`config.mk`:
```
export PLATFORM = sky130hd
export DESIGN_NAME = switch_debounce
export DESIGN_NICKNAME = d
export VERILOG_FILES = /design/src/rtl/de0_pkg.sv /design/src/rtl/debounce_channel.sv /design/src/rtl/switch_debounce.sv
export SDC_FILE = /design/constraint.sdc
export NUM_CORES = 1
export LEC_CHECK = 0
export BUFFER_PORTS_ARGS = -buffer_cell sky130_fd_sc_hd__buf_2
export CORE_MARGIN = 8
export CORE_UTILIZATION = 62
export CTS_CLUSTER_DIAMETER = 80
export CTS_CLUSTER_SIZE = 24
export DETAILED_ROUTE_END_ITERATION = 6
export GPL_TIMING_DRIVEN = 0
export PLACE_DENSITY = 0.91
export SLEW_MARGIN = 40
export SYNTH_ARGS = -nofsm -noshare
export SYNTH_HDL_FRONTEND = slang
export SYNTH_SLANG_ARGS = --single-unit
```
`constraint.sdc`:
```
create_clock -name clk -period 2.8 [get_ports clk]
set_input_delay 0.56 -clock clk [delete_from_list [all_inputs] [get_ports clk]]
set_output_delay 0.56 -clock clk [all_outputs]
set_load 0.02 [all_outputs]
```
`src/rtl/de0_pkg.sv`:
```
// Shared definitions for the DE0 switch/button front end.
package de0_pkg;

    // Board system clock frequency.
    localparam int unsigned CLK_HZ = 50_000_000;

    // Per-channel debounce states: settled high, waiting to accept low,
    // settled low, waiting to accept high.
    typedef enum logic [1:0] {
        STABLE_HI = 2'd0,
        PEND_LO   = 2'd1,
        STABLE_LO = 2'd2,
        PEND_HI   = 2'd3
    } db_state_e;

endpackage : de0_pkg

```
`src/rtl/debounce_channel.sv`:
```
// Single-bit debouncer: 2-flop synchroniser, stability FSM with sample
// counter, registered clean level and one-cycle rise/fall strobes.
module debounce_channel
    import de0_pkg::*;
#(
    parameter int unsigned DEBOUNCE_CYCLES = 500000,
    parameter logic        RESET_LEVEL     = 1'b1
) (
    input  logic clk,
    input  logic rst_n,
    input  logic switch_i,
    output logic level_o,
    output logic fall_o,
    output logic rise_o
);

    // The counter only ever holds 0 .. DEBOUNCE_CYCLES-1.
    localparam int unsigned     CW          = (DEBOUNCE_CYCLES > 2) ? $clog2(DEBOUNCE_CYCLES) : 1;
    localparam logic [CW-1:0]   CNT_ZERO    = '0;
    localparam logic [CW-1:0]   CNT_ONE     = CW'(1);
    localparam logic [CW-1:0]   CNT_LAST    = CW'(DEBOUNCE_CYCLES - 1);
    localparam db_state_e       RESET_STATE = RESET_LEVEL ? STABLE_HI : STABLE_LO;

    logic            sync1_q;
    logic            sync2_q;
    db_state_e       state_q;
    logic [CW-1:0]   cnt_q;
    logic            level_q;
    logic            fall_q;
    logic            rise_q;

    // Synchroniser, debounce FSM and registered outputs in one clocked process.
    always_ff @(posedge clk) begin
        if (!rst_n) begin
            sync1_q <= RESET_LEVEL;
            sync2_q <= RESET_LEVEL;
            state_q <= RESET_STATE;
            cnt_q   <= CNT_ZERO;
            level_q <= RESET_LEVEL;
            fall_q  <= 1'b0;
            rise_q  <= 1'b0;
        end else begin
            sync1_q <= switch_i;
            sync2_q <= sync1_q;
            // Strobes last a single cycle; only an accepted change raises one.
            fall_q  <= 1'b0;
            rise_q  <= 1'b0;
            case (state_q)
                STABLE_HI: begin
                    if (!sync2_q) begin
                        // First low sample counts as sample number one.
                        state_q <= PEND_LO;
                        cnt_q   <= CNT_ONE;
                    end else begin
                        cnt_q   <= CNT_ZERO;
                    end
                end
                PEND_LO: begin
                    if (sync2_q) begin
                        // Bounce back high before the window filled: reject.
                        state_q <= STABLE_HI;
                        cnt_q   <= CNT_ZERO;
                    end else if (cnt_q == CNT_LAST) begin
                        state_q <= STABLE_LO;
                        level_q <= 1'b0;
                        fall_q  <= 1'b1;
                        cnt_q   <= CNT_ZERO;
                    end else begin
                        cnt_q   <= cnt_q + CNT_ONE;
                    end
                end
                STABLE_LO: begin
                    if (sync2_q) begin
                        state_q <= PEND_HI;
                        cnt_q   <= CNT_ONE;
                    end else begin
                        cnt_q   <= CNT_ZERO;
                    end
                end
                PEND_HI: begin
                    if (!sync2_q) begin
                        state_q <= STABLE_LO;
                        cnt_q   <= CNT_ZERO;
                    end else if (cnt_q == CNT_LAST) begin
                        state_q <= STABLE_HI;
                        level_q <= 1'b1;
                        rise_q  <= 1'b1;
                        cnt_q   <= CNT_ZERO;
                    end else begin
                        cnt_q   <= cnt_q + CNT_ONE;
                    end
                end
                default: begin
                    state_q <= RESET_STATE;
                    level_q <= RESET_LEVEL;
                    cnt_q   <= CNT_ZERO;
                end
            endcase
        end
    end

    assign level_o = level_q;
    assign fall_o  = fall_q;
    assign rise_o  = rise_q;

endmodule : debounce_channel

```
`src/rtl/switch_debounce.sv`:
```
// Multi-channel debounce front end: one independent debounce_channel per pin.
module switch_debounce
    import de0_pkg::*;
#(
    parameter int unsigned NUM_SWITCHES    = 1,
    parameter int unsigned DEBOUNCE_CYCLES = 500000,
    parameter logic        RESET_LEVEL     = 1'b1
) (
    input  logic                    clk,
    input  logic                    rst_n,
    input  logic [NUM_SWITCHES-1:0] i_Switch,
    output logic [NUM_SWITCHES-1:0] o_Switch,
    output logic [NUM_SWITCHES-1:0] o_Fall,
    output logic [NUM_SWITCHES-1:0] o_Rise
);

    for (genvar g = 0; g < NUM_SWITCHES; g++) begin : g_chan
        debounce_channel #(
            .DEBOUNCE_CYCLES (DEBOUNCE_CYCLES),
            .RESET_LEVEL     (RESET_LEVEL)
        ) u_chan (
            .clk      (clk),
            .rst_n    (rst_n),
            .switch_i (i_Switch[g]),
            .level_o  (o_Switch[g]),
            .fall_o   (o_Fall[g]),
            .rise_o   (o_Rise[g])
        );
    end

endmodule : switch_debounce

```
==> flow_summary.ini <==
[synthesis]
ys_types = 35
synth_warnings = 0
netlist_area_sq_um = 1160
synth_ff_type = dfxtp_1
yosys-top-cells-area = dfxtp_1, xnor2_1, nor2_1
yosysMostFrequentCell = dfxtp_1
async_flop_share_pct = 0
synth_edf_count = 0
syn-num-nets = 134
synth_cells = 130
yosys.area.top_type_share_pct = 44.7
yosysSeqAreaShare_pct = 44.7
yosys-top-cells-count = dfxtp_1, nor2_1, xnor2_1
synth_area_leader_cell = dfxtp_1
avgSynthCellArea_sq_um = 8.95
ys_ff_latch = 26

[critical_path]
crit_slowest_cell = nor3_1
path_class = flop to flop
cp_data_required_time_ns = 3.03
cp_max_fo = 10
cpMostUsedCell = buf_2
slowest_delay_ns = 0.52
cpLargestDelayFamily = simple AND/OR/NAND/NOR gates
crit_arrival_ns = 2.52
critPathLaunchType = flop
critical_path_buf_inv_count = 2
cp_cell_sequence = ha_1 > nand4_1 > nor3_1 > a211o_1 > buf_2 > buf_2 > nor2_1
endpoint_kind = flop

[die]
die_w_microns = 59.3
core_area_sq_um = 1750
dieArea_sq_um = 3520
row_count = 15
initial_utilization_pct = 66.7
dieHeight_microns = 59.3
ios = 6

[clock_network]
cts_tree = built
ctsResizeCount = 0
post-cts-setup-buffers = 0
cts.sinks = 26
cts_hold_buf = 0
cts_buffer_depth = 2
cts.clk_slew.worst_paths_ns = 0.14
root_buffer = clkbuf_4
cts_made_buffers = 3
clk_latency_ns = 0.33
h-tree-depth = 1

[routing]
routed_wl_mm = 2.20
viasPerCell = 5.93
ant_nets = 0
first_pass_iters = 4
drc = 0
drtIter0Drc = 19
wl_per_cell_microns = 13.4
vias = 973

[timing]
rsz0062_at_grt = false
relSlewSlack_pct = 66.3
worstMarginPinSlew_ns = 0.502
period_share_pct = 81.7
fmax_mhz = 437
report.final.slew_viol_count = 0
setup-violations-final = 0
fin_crit_ns = 2.29
skew_ns = 0.00705
setup_ws_ns = 0.513
hold_viol = 0
tns_ns = 0

[cells_and_area]
layout-drive-gt1-share_pct = 12.9
num_antenna_cells = 0
final_net_count = 144
synthToLayoutAreaGrowth_pct = 7.96

[global_routing]
antenna_found_initial = 0
grt_max_degree = 15
use_met1_pct = 15.2
grt_pass1_wl_mm = 3.63
grt_util_all_layers_pct = 13.3
first_global_vias = 871
met2_usage_pct = 21.3
use_met3_pct = 3.69
gr-total-overflow = 0
busiest_layer = met2

[status]
status = complete, no violations

[power_and_ir_drop]
power_density_nw_per_um2 = 467
max-vdd-ir-drop_v = 0.000466
p_leak_uw = 0.000409

[min_path]
hp-class = input port to flop

[place]
pre_cts_slack_ns = 0.552
io_buffers = 5
gp_congestion = 0.815
dp_hpwl_mm = 1.63

[flow_run]
max_cap_viol_count = 0
==> per-layer routing <==
metal | up-vias | routed length (microns)
met5 | - | 0
met2 | 17 | 1070
li1 | 489 | -
met3 | 7 | 84
met4 | 0 | 63
met1 | 460 | 987
==> kinds of logic after synthesis <==
group                    synth area share, %
AND/OR/NAND/NOR                         30.6
flip-flops                              44.7
AO/OA/AOI/OAI                           10.2
XOR/XNOR                                9.03
buffers and inverters                   4.30
adder cells (fa/ha/maj)                 1.08
==> path summary, 6_finish.rpt <==
| kind | start | endpoint | slack [ns] | cells after the start |
|---|---|---|---|---|
| hold reg to reg | g_chan[0].u_chan.sync1_q | g_chan[0].u_chan.sync2_q | 0.44 | 1 |
| setup reg to reg | g_chan[0].u_chan.cnt_q[0] | g_chan[0].u_chan.cnt_q[11] | 0.51 | 7 |
| hold / removal | i_Switch | g_chan[0].u_chan.sync1_q | 0.40 | 2 |
| setup / recovery | g_chan[0].u_chan.cnt_q[0] | g_chan[0].u_chan.cnt_q[11] | 0.51 | 7 |
==> cell usage in the layout, fill, tap and decap left out, types with 2 or more instances in the layout <==
| cell | count |
|---|---|
| dfxtp_1 | 26 |
| nor2_1 | 17 |
| buf_2 | 9 |
| xnor2_1 | 8 |
| inv_1 | 7 |
| nand4_1 | 6 |
| a21oi_1 | 6 |
| nand2_1 | 5 |
| nand3_1 | 4 |
| xor2_1 | 4 |
| or3_1 | 4 |
| nor4_1 | 4 |
| nor3_1 | 3 |
| o21ai_0 | 3 |
| and3_1 | 3 |
| o31ai_1 | 3 |
| clkbuf_4 | 3 |
| nor4b_1 | 2 |
| and4_1 | 2 |
| nand2b_1 | 2 |
| or4_1 | 2 |
==> registers in the layout (all words and copies together), names as in the netlist, named ones only <==
| name | flops |
|---|---|
| g_chan.u_chan.fall_o | 1 |
| g_chan.u_chan.sync2_q | 1 |
| g_chan.u_chan.level_o | 1 |
| g_chan.u_chan.rise_o | 1 |
| g_chan.u_chan.state_q | 1 |
| g_chan.u_chan.cnt_q | 19 |
| g_chan.u_chan.sync1_q | 1 |
==> worst register-to-register path, cell delays in order, from the launching register on <==
cell     delay (ns)
dfxtp_1        0.42
ha_1           0.25
nand4_1        0.26
nor3_1         0.52
a211o_1        0.20
buf_2          0.21
buf_2          0.25
nor2_1         0.07
==> where the power goes <==
group | switching (uW) | leakage (uW) | internal (uW)
Sequential | 3.71 | 0.000210 | 375
Clock | 112 | 0.0000210 | 79.8
Combinational | 9.31 | 0.000178 | 6.72
Total | 125 | 0.000409 | 461
==> through the flow <==
step | total power, uW | utilization, % | area, sq um | hold slack (ns) | cells
final | 586 | 72.0 | 1260 | 0.405 | 164
after global routing | 605 | 72.0 | 1260 | 0.392 | 164
after CTS | 589 | 72.0 | 1260 | 0.406 | 164
after detailed placement | 403 | 69.9 | 1220 | 0.401 | 160
after global placement | 402 | 69.9 | 1220 | 0.389 | 160
after floorplan | 396 | - | 1160 | 0.386 | 130
==> layout make-up <==
class	instances	area, sq um
Multi-Input combinational cell	92	593
Sequential cell	26	520
Fill cell	128	489
Clock buffer	4	36.3
Tap cell	25	31.3
Inverter	7	26.3
Timing Repair Buffer	5	25.0
Buffer	5	23.8
Note: power is estimated with default switching activity, not from simulation.
